$ cat config.mk
export PLATFORM = sky130hd
export DESIGN_NAME = pool_window_sequencer_flat
export DESIGN_NICKNAME = d
export VERILOG_FILES = /design/src/rtl/cnn_pkg.sv /design/src/rtl/pool_window_sequencer_if.sv /design/src/rtl/pool_window_sequencer_line_buffer.sv /design/src/rtl/pool_window_sequencer.sv /design/src/flat_wrapper.sv
export SDC_FILE = /design/constraint.sdc
export NUM_CORES = 1
export LEC_CHECK = 0
export ABC_AREA = 1
export BUFFER_PORTS_ARGS = -buffer_cell sky130_fd_sc_hd__buf_4
export CAP_MARGIN = 20
export CORE_AREA = 5 5 301 376
export CTS_CLUSTER_DIAMETER = 60
export DETAILED_ROUTE_END_ITERATION = 16
export DIE_AREA = 0 0 306 381
export HOLD_SLACK_MARGIN = 0.1
export PLACE_DENSITY_LB_ADDON = 0.1
export REMOVE_ABC_BUFFERS = 1
export SLEW_MARGIN = 20
export SYNTH_ARGS = -nofsm -noshare
export SYNTH_HDL_FRONTEND = slang
export SYNTH_SLANG_ARGS = --single-unit
$ cat constraint.sdc
create_clock -name clk -period 2.75 [get_ports clk]
set_input_delay 0.1375 -clock clk [delete_from_list [all_inputs] [get_ports clk]]
set_output_delay 0.1375 -clock clk [all_outputs]
set_load 0.1 [all_outputs]
$ cat src/rtl/cnn_pkg.sv
// cnn_pkg: shared types and constants for the pool-stage feeder and its bench
package cnn_pkg;
   localparam int CNN_DATA_WIDTH = 16;
   localparam int BEAT_TL = 0;
   localparam int BEAT_TR = 1;
   localparam int BEAT_BL = 2;
   localparam int BEAT_BR = 3;
   typedef enum logic [2:0] {ACCEPT, EMIT0, EMIT1, EMIT2, EMIT3, CLEAR} pool_state_t;
endpackage

$ cat src/rtl/pool_window_sequencer_if.sv
// pool_window_sequencer_if: pixel input handshake plus pool-stage drive bundle
interface pool_window_sequencer_if
   import cnn_pkg::*;
#(
   parameter int DATA_WIDTH = CNN_DATA_WIDTH
);
   logic                         in_valid;
   logic                         in_ready;
   logic signed [DATA_WIDTH-1:0] in_data;
   logic                         pool_run;
   logic                         pool_clear;
   logic signed [DATA_WIDTH-1:0] pool_data;
   logic                         frame_done;
   modport master (output in_valid, in_data, input in_ready, pool_run, pool_clear, pool_data, frame_done);
   modport slave  (input in_valid, in_data, output in_ready, pool_run, pool_clear, pool_data, frame_done);
endinterface

$ cat src/rtl/pool_window_sequencer_line_buffer.sv
// line_buffer: one-row store, single write port, two combinational read ports
module line_buffer
   import cnn_pkg::*;
#(
   parameter int DATA_WIDTH = CNN_DATA_WIDTH,
   parameter int DEPTH      = 28,
   parameter int AW         = $clog2(DEPTH)
) (
   input  logic                         clk,
   input  logic                         we_i,
   input  logic [AW-1:0]                wa_i,
   input  logic signed [DATA_WIDTH-1:0] wd_i,
   input  logic [AW-1:0]                ra0_i,
   input  logic [AW-1:0]                ra1_i,
   output logic signed [DATA_WIDTH-1:0] rd0_o,
   output logic signed [DATA_WIDTH-1:0] rd1_o
);
   logic signed [DATA_WIDTH-1:0] mem_q [DEPTH];
   // contents are never reset: every entry is rewritten on the even row before it is read
   always_ff @(posedge clk)
      if (we_i) mem_q[wa_i] <= wd_i;
   assign rd0_o = mem_q[ra0_i];
   assign rd1_o = mem_q[ra1_i];
endmodule

$ cat src/rtl/pool_window_sequencer.sv
// pool_window_sequencer: buffers an even row and replays each 2x2 window as four run beats plus a clear
module pool_window_sequencer
   import cnn_pkg::*;
#(
   parameter int DATA_WIDTH = CNN_DATA_WIDTH,
   parameter int IMG_WIDTH  = 28,
   parameter int IMG_HEIGHT = 28
) (
   input logic                    clk,
   input logic                    reset_n,
   input logic                    flush,
   pool_window_sequencer_if.slave bus
);
   localparam int CW = $clog2(IMG_WIDTH);
   localparam int RW = $clog2(IMG_HEIGHT);
   if (IMG_WIDTH < 2 || IMG_WIDTH % 2 != 0) begin : g_bad_width
      $error("IMG_WIDTH must be even and >= 2");
   end
   if (IMG_HEIGHT < 2 || IMG_HEIGHT % 2 != 0) begin : g_bad_height
      $error("IMG_HEIGHT must be even and >= 2");
   end
   pool_state_t                  state_q;
   logic [CW-1:0]                col_q, col_d, win_col_q, tl_addr;
   logic [RW-1:0]                row_q, row_d;
   logic signed [DATA_WIDTH-1:0] left_q, right_q, data_q, top_left, top_right;
   logic                         last_q, run_q, clr_q, done_q;
   logic                         accept, lb_we, col_end, row_end;
   assign accept  = state_q == ACCEPT && bus.in_valid;
   assign lb_we   = accept && !flush && !row_q[0];
   assign tl_addr = col_q - 1'b1;
   // raster position of the pixel after the one being accepted
   always_comb begin
      col_end = col_q == CW'(IMG_WIDTH - 1);
      row_end = row_q == RW'(IMG_HEIGHT - 1);
      col_d   = col_end ? '0 : col_q + 1'b1;
      row_d   = !col_end ? row_q : row_end ? '0 : row_q + 1'b1;
   end
   line_buffer #(
      .DATA_WIDTH(DATA_WIDTH),
      .DEPTH     (IMG_WIDTH)
   ) u_lb (
      .clk  (clk),
      .we_i (lb_we),
      .wa_i (col_q),
      .wd_i (bus.in_data),
      .ra0_i(tl_addr),
      .ra1_i(win_col_q),
      .rd0_o(top_left),
      .rd1_o(top_right)
   );
   // window FSM; each output register is loaded with the value for the state being entered
   always_ff @(posedge clk or negedge reset_n) begin
      if (!reset_n) begin
         state_q   <= ACCEPT;
         row_q     <= '0;
         col_q     <= '0;
         win_col_q <= '0;
         left_q    <= '0;
         right_q   <= '0;
         last_q    <= 1'b0;
         run_q     <= 1'b0;
         clr_q     <= 1'b0;
         done_q    <= 1'b0;
         data_q    <= '0;
      end else if (flush) begin
         state_q <= ACCEPT;
         row_q   <= '0;
         col_q   <= '0;
         run_q   <= 1'b0;
         clr_q   <= 1'b0;
         done_q  <= 1'b0;
         data_q  <= '0;
      end else begin
         run_q  <= 1'b0;
         clr_q  <= 1'b0;
         done_q <= 1'b0;
         data_q <= '0;
         case (state_q)
            ACCEPT: if (bus.in_valid) begin
               col_q <= col_d;
               row_q <= row_d;
               if (row_q[0] && !col_q[0]) left_q <= bus.in_data;
               if (row_q[0] && col_q[0]) begin
                  right_q   <= bus.in_data;
                  win_col_q <= col_q;
                  last_q    <= row_end && col_end;
                  state_q   <= EMIT0;
                  run_q     <= 1'b1;
                  data_q    <= top_left;
               end
            end
            EMIT0: begin
               state_q <= EMIT1;
               run_q   <= 1'b1;
               data_q  <= top_right;
            end
            EMIT1: begin
               state_q <= EMIT2;
               run_q   <= 1'b1;
               data_q  <= left_q;
            end
            EMIT2: begin
               state_q <= EMIT3;
               run_q   <= 1'b1;
               data_q  <= right_q;
            end
            EMIT3: begin
               state_q <= CLEAR;
               clr_q   <= 1'b1;
            end
            CLEAR: begin
               state_q <= ACCEPT;
               done_q  <= last_q;
            end
            default: state_q <= ACCEPT;
         endcase
      end
   end
   assign bus.in_ready   = reset_n && state_q == ACCEPT;
   assign bus.pool_run   = run_q;
   assign bus.pool_clear = clr_q;
   assign bus.pool_data  = data_q;
   assign bus.frame_done = done_q;
endmodule
$ cat src/flat_wrapper.sv
// flat-port wrapper written by rule: the top's interface ports become plain ports
module pool_window_sequencer_flat import cnn_pkg::*;
#(
   parameter int DATA_WIDTH = CNN_DATA_WIDTH,
   parameter int IMG_WIDTH  = 28,
   parameter int IMG_HEIGHT = 28
)
  (clk, reset_n, flush, bus_in_valid, bus_in_data, bus_in_ready, bus_pool_run, bus_pool_clear, bus_pool_data, bus_frame_done);
  pool_window_sequencer_if #(.DATA_WIDTH(DATA_WIDTH)) bus_i ();
  input logic clk;
  input logic reset_n;
  input logic flush;
  input wire logic [$bits(bus_i.in_valid)-1:0] bus_in_valid;
  input wire logic [$bits(bus_i.in_data)-1:0] bus_in_data;
  output wire logic [$bits(bus_i.in_ready)-1:0] bus_in_ready;
  output wire logic [$bits(bus_i.pool_run)-1:0] bus_pool_run;
  output wire logic [$bits(bus_i.pool_clear)-1:0] bus_pool_clear;
  output wire logic [$bits(bus_i.pool_data)-1:0] bus_pool_data;
  output wire logic [$bits(bus_i.frame_done)-1:0] bus_frame_done;
  assign bus_i.in_valid = bus_in_valid;
  assign bus_i.in_data = bus_in_data;
  assign bus_in_ready = bus_i.in_ready;
  assign bus_pool_run = bus_i.pool_run;
  assign bus_pool_clear = bus_i.pool_clear;
  assign bus_pool_data = bus_i.pool_data;
  assign bus_frame_done = bus_i.frame_done;
  pool_window_sequencer #(.DATA_WIDTH(DATA_WIDTH), .IMG_WIDTH(IMG_WIDTH), .IMG_HEIGHT(IMG_HEIGHT)) u_core (.clk(clk), .reset_n(reset_n), .flush(flush), .bus(bus_i));
endmodule
Word-level counts from Yosys, hierarchy flattened:

Memories as Yosys holds them, arrays and structs flattened.
Cells that the tools add are included.

* register bits after elaboration: 70
* latch bits: 0
* memory bits (writable): 448
* ROM bits: 0
* input bits: 20
* output and inout bits: 20
* word-level logic and storage cells: 72
* memories kept: 1

* add/sub/neg operators: 3
* multiply operators: 0
* div/mod/pow operators: 0
* order comparisons: 0
* equal/unequal tests: 9
* shifts and indexed selects: 0
* mux-type cells: 27
* bitwise operators: 1
* reductions and logical operators: 20

Memories
* u_core.u_lb.mem_q: depth 28, bits a word 16, rd ports 2, clocked after memory_dff 0, wr ports 1, RTL line pool_window_sequencer_line_buffer.sv:18 `logic signed [DATA_WIDTH-1:0] mem_q [DEPTH];`

Operators by type and width (number)
* 16-bit one-hot mux with 4 select lines: 1
* 16-bit two-way mux: 3
* 5-bit two-way mux: 9
* 3-bit one-hot mux with 5 select lines: 1
* 5-bit by 1-bit adder with 5-bit output (second input constant): 2
* 5-bit equality test (second input constant): 2
* 1-bit two-way mux: 9
* 3-bit two-way mux: 3
* 4-bit AND reduction: 2
* 1-bit logical AND: 7
* 3-bit by 2-bit equality test with 1-bit output (second input constant): 2
* 3-bit equality test (second input constant): 2
* 3-bit != test (second input constant): 2
* 2-bit nonzero test: 3
* 5-bit by 1-bit subtractor with 5-bit output (second input constant): 1
* 2-bit AND reduction: 2
* 3-bit by 1-bit equality test with 1-bit output (second input constant): 1
* 1-bit logical NOT: 3
* 3-bit logical NOT: 1
* 3-bit AND reduction: 1
* 3-bit OR reduction: 1
* 1-bit one-hot mux with 2 select lines: 1
* 1-bit NOT: 1

Longest topological paths before layout:

* depth in word-level cells: 6
* mapped depth: 19
* mapped depth without buffers: 14

Hierarchy:

Synthesis repeated with hierarchy kept, for this count alone.

* cells, all modules: 3249
* area, all modules: 27211.1 um^2

Modules (own cells, without submodules)
* line_buffer: instances 1, cells an instance 2776, area each 23578.9 um^2, sequential area each 13452.9 um^2
* pool_window_sequencer: instances 1, cells an instance 473, area each 3632.2 um^2, sequential area each 1751.7 um^2

Least setup slack after synthesis:

OpenSTA, ideal clock, no wires.

* path kind: reg2reg
* start: register u_core.state_q[0]
* end: memory u_core.u_lb.mem_q[15][0] in the netlist's numbering (enable)
* setup time: 0.409 ns
* arrival time: 2.112 ns
* required time: 2.341 ns
* setup slack: 0.229 ns
* cell stages (with the launch flop): 8
* path buffers: 0
* period minus slack after synthesis: 2.521 ns
* cells stage by stage: dfrtp_1 -> nor2_2 -> nand2_1 -> nor2_2 -> inv_2 -> nor2_2 -> inv_2 -> nor3_1

* longest elaborated chain between the ends: 6

RTL lines
* start, declared: RTL line pool_window_sequencer.sv:22 `pool_state_t state_q;`
* start signal, assigned: RTL line pool_window_sequencer.sv:54 `state_q <= ACCEPT;`
* start signal, assigned: RTL line pool_window_sequencer.sv:66 `state_q <= ACCEPT;`
* start signal, assigned: RTL line pool_window_sequencer.sv:87 `state_q <= EMIT0;`
* 3-bit logical NOT: RTL line pool_window_sequencer.sv:28 `assign accept = state_q == ACCEPT && bus.in_valid;`
* 1-bit logical AND: RTL line pool_window_sequencer.sv:28
* 1-bit logical AND (2 in a row): RTL line pool_window_sequencer.sv:29 `assign lb_we = accept && !flush && !row_q[0];`
* 1-bit two-way mux: RTL line pool_window_sequencer_line_buffer.sv:21 `if (we_i) mem_q[wa_i] <= wd_i;`
* 1-bit two-way mux (not written as such): RTL line pool_window_sequencer_line_buffer.sv:21
* end, declared: RTL line pool_window_sequencer_line_buffer.sv:18

Every way passes these cells.

Final worst setup path:

* start: register u_core.col_q[0]
* end: register u_core.data_q[14] (netlist: u_core.bus.pool_data[14])

* longest elaborated chain between the ends: 6
* elaborated cells on any way between the ends: 7
* those cells by class: add/sub: 1; mux: 4; reduce/logical: 1; memory: 1

RTL lines
* start, declared: RTL line pool_window_sequencer.sv:23 `logic [CW-1:0] col_q, col_d, win_col_q, tl_addr;`
* start signal, assigned: RTL line pool_window_sequencer.sv:80 `col_q <= col_d;`
* 5-bit by 1-bit subtractor with 5-bit output: RTL line pool_window_sequencer.sv:30 `assign tl_addr = col_q - 1'b1;`
* memory 28 x 16 bit
* 16-bit two-way mux *: RTL line pool_window_sequencer.sv:83 `if (row_q[0] && col_q[0]) begin`
* 16-bit two-way mux *: RTL line pool_window_sequencer.sv:79 `ACCEPT: if (bus.in_valid) begin`
* 16-bit one-hot mux with 4 select lines *: RTL line pool_window_sequencer.sv:78 `case (state_q)`
* 16-bit two-way mux *: RTL line pool_window_sequencer.sv:65 `end else if (flush) begin`
* end signal, assigned: RTL line pool_window_sequencer.sv:89 `data_q <= top_left;`
* end signal, assigned: RTL line pool_window_sequencer.sv:95 `data_q <= top_right;`
* end signal, assigned: RTL line pool_window_sequencer.sv:100 `data_q <= left_q;`
* end, declared: RTL line pool_window_sequencer.sv:25 `logic signed [DATA_WIDTH-1:0] left_q, right_q, data_q, top_left, top_right;`

Mark *: on every way between the ends. The rest lies on a longest branch, timed or not.
A chain may end at the register's enable or synchronous reset.

==> summary.txt <==
DP Area - 29,850 µm²
Share of cells above drive strength 1 - 10.22%
Sink Count - 518
Capture point of the worst reg-to-reg path - u_core.bus.pool_data[14]$_DFF_PN0_
Via count - 22,480
Largest net degree at the start of global routing - 138
Met1 WL - 50.84 mm
Maxcap violations - 0
Worst reg2reg path depth - 16
Root Buffer - clkbuf_16
TritonCTS Buffers - 60
Area growth syn-to-layout - 18.13%
Highest metal used - met5
Pins Over Slew Limit - 0
Leakage - 13.51 nW
Fillers - 11,640
Routed wl met2 - 55.42 mm
Initial drt markers - 2,108
Syn avg cell area - 8.415 µm²
Antenna violations before repair - 1
Slew margin rel. - 42.68%
Outcome - completed
Required time worst endpoint - 3280 ps
Min cycle time layout - 2489 ps
FMAX - 0.4017 GHz
Power per standard cell area - 960.7 nW/µm²
Vias per cell - 4.706
Setup-failing EPs final - 0
Core region area - 109,400 µm²
Design Area, Final - 31,970 µm²
Clock Tree Buf Depth - 3
H-tree levels - 2
Final period util - 90.52%
Crit-path max FO - 17
Die H - 381 µm
IO buf count - 39
Netlist cell types - 32
Clk pin slew, worst setup/hold paths - 60 ps
Final ANT Viol Nets - 0
Largest cells by area after synthesis - edfxtp_1 50%, nand2_1 15%, nand3_1 12%
Gates resized, CTS repair - 0
Hold Vio Cnt, Final - 0
Total track usage - 18.93%
Synth warnings - 0
CTS tree - yes
Antenna fix cells - 0
Peak VDD IR - 0.8279 mV
Grt total ovfl - 0
Clock latency on the worst-skew pair - 650 ps
Routed wl met3 - 4.918 mm
Routed wire length - 113.5 mm
Post-Syn Instances - 3,216
Slew @ Worst Pin - 854.5 ps
Row cnt - 136
Crit path kind - flip-flop to flip-flop
Die area - 116,600 µm²
Starting Density - 24.73%
Boundary Pins - 40
Hpwl dp - 68.16 mm
GPL Wtd Cong - 0.7829
Final worst slack - 260.8 ps
Worst Path Arrival - 3020 ps
Netlist Area Pre-Place - 27,060 µm²
RSZ-0062 raised after global routing - no
Die Wd - 306 µm
Post-synth top area cell - edfxtp_1
Reg2reg start - u_core.col_q[0]$_DFFE_PN0P_
R2R Setup Slk - 260 ps
Fin Clk Skew - 12.28 ps
Top-area cell type share of the netlist area - 49.71%
Sequential share of the synthesized area - 56.18%
DRC viols - 0
Vias in the first global route - 22,010
Synth Register Bits - 518
First-pass GRT wire length - 162.7 mm
Final net count - 3,302
Pre-CTS setup slack - 268.9 ps
Worst min-delay path class - input pin to asynchronous set/reset pin
Post-CTS setup buffers - 0
Setup crit end kind - flip-flop
Most common cell after layout, fill and taps aside - nand2_1
Commonest non-fill, non-tap cells in the layout - 1,094 x nand2_1, 645 x nand3_1, 448 x edfxtp_1, 378 x inv_1, 129 x buf_4
Initial DRT Pass Iterations - 5
CP Launch Type - flip-flop
Wire per inst - 23.77 µm
[worst max path at each step]
stage	slack, ps	depth (start not counted)	to	start
finish	260	16	u_core.bus.pool_data[14]$_DFF_PN0_	u_core.col_q[0]$_DFFE_PN0P_
global route	110	16	u_core.bus.pool_data[14]$_DFF_PN0_	u_core.col_q[0]$_DFFE_PN0P_
CTS	250	16	u_core.bus.pool_data[14]$_DFF_PN0_	u_core.col_q[0]$_DFFE_PN0P_
detailed placement	270	16	u_core.bus.pool_data[14]$_DFF_PN0_	u_core.col_q[0]$_DFFE_PN0P_
global placement	300	13	u_core.bus.pool_data[0]$_DFF_PN0_	u_core.col_q[0]$_DFFE_PN0P_
floorplan	-7960	14	u_core.bus.pool_data[14]$_DFF_PN0_	u_core.col_q[0]$_DFFE_PN0P_
[metal layers]
layer	track usage (%)	vias to the layer above
met5	0	-
met4	4.070	2
li1	-	10640
met3	2.135	139
met2	32.47	579
met1	25.88	11110
[logic make-up after synthesis]
logic type,count (synthesis),share of synthesized area [%]
flops,518,56.18
compound gates,207,4.156
buf+inv,597,9.972
xor+xnor,1,0.03237
simple gates,1888,29.43
fa+ha+maj,5,0.2312
[synth_stat cells, drive strengths merged]
| cell type | instances |
|---|---|
| dfrtp | 70 |
| inv | 393 |
| buf | 174 |
| nor2 | 130 |
| nor3 | 12 |
| o21ai | 125 |
| a2bb2oi | 1 |
| o311ai | 1 |
| edfxtp | 448 |
| ha | 5 |
| a21oi | 47 |
| o211ai | 29 |
| a211oi | 1 |
| clkinv | 3 |
| xor2 | 1 |
| nand2 | 1097 |
| nor4 | 2 |
| clkbuf | 27 |
| o22ai | 2 |
| a221oi | 1 |
| nand3 | 647 |
[report_power, final]
part	leakage, nW	internal, mW	switching, mW
Sequential	4.94	8.99	0.326
Clock	0.960	4.49	3.53
Combinational	7.61	3.86	9.52
Total	13.5	17.3	13.4
[repair_timing]
item                                    CTS  global route
endpoints found under the setup margin    0             0
hold buffers                             19             0
endpoints found under the hold margin   567             0
[final cells by class]
cell class,instances,area (µm²),share of cell area [%]
flip-flops and latches,518,15220,47.60
multi-input cells,2101,9303,29.10
repair buffers,200,2200,6.880
well taps,1449,1813,5.671
clock buffers,77,1678,5.248
inverters,396,1509,4.720
clock inverters,35,251.5,0.7866
[stage by stage]
| stage | hold slack (ps) | power [mW] | setup TNS (ps) | cells | util [%] |
|---|---|---|---|---|---|
| 4_1_cts | 232.4 | 31.09 | 0 | 4776 | 29.22 |
| 2_1_floorplan | -158.1 | 16.75 | -2083650 | 3015 | - |
| 6_report | 223.5 | 30.71 | 0 | 4776 | 29.22 |
| 5_1_grt | 259.1 | 32.47 | 0 | 4776 | 29.22 |
| 3_3_place_gp | 391.1 | 23.00 | 0 | 4645 | 27.28 |
| 3_5_place_dp | 393.6 | 22.93 | 0 | 4645 | 27.28 |
[worst max-delay path, cell delays in order, from the launching register on]
cell and delay [ps]:
dfrtp_4 560, inv_8 140, ha_4 240, inv_6 170, buf_12 230, buf_4 200, a21oi_1 50, o21ai_0 120
nand2_1 120, nor2_1 100, nor2_1 50, nand2_1 70, nand2_1 50, nand2_1 70, nand3_1 80, nand2_1 60
inv_1 60
[registers in the layout (all words and copies together) (netlist names)]
register / flops
u_core.bus.frame_done: 1
u_core.bus.pool_clear: 1
u_core.bus.pool_data: 16
u_core.bus.pool_run: 1
u_core.col_q: 5
u_core.last_q: 1
u_core.left_q: 16
u_core.right_q: 16
u_core.row_q: 5
u_core.state_q: 3
u_core.u_lb.mem_q: 448
u_core.win_col_q: 5
No activity file was read; power rests on OpenSTA's default activity.
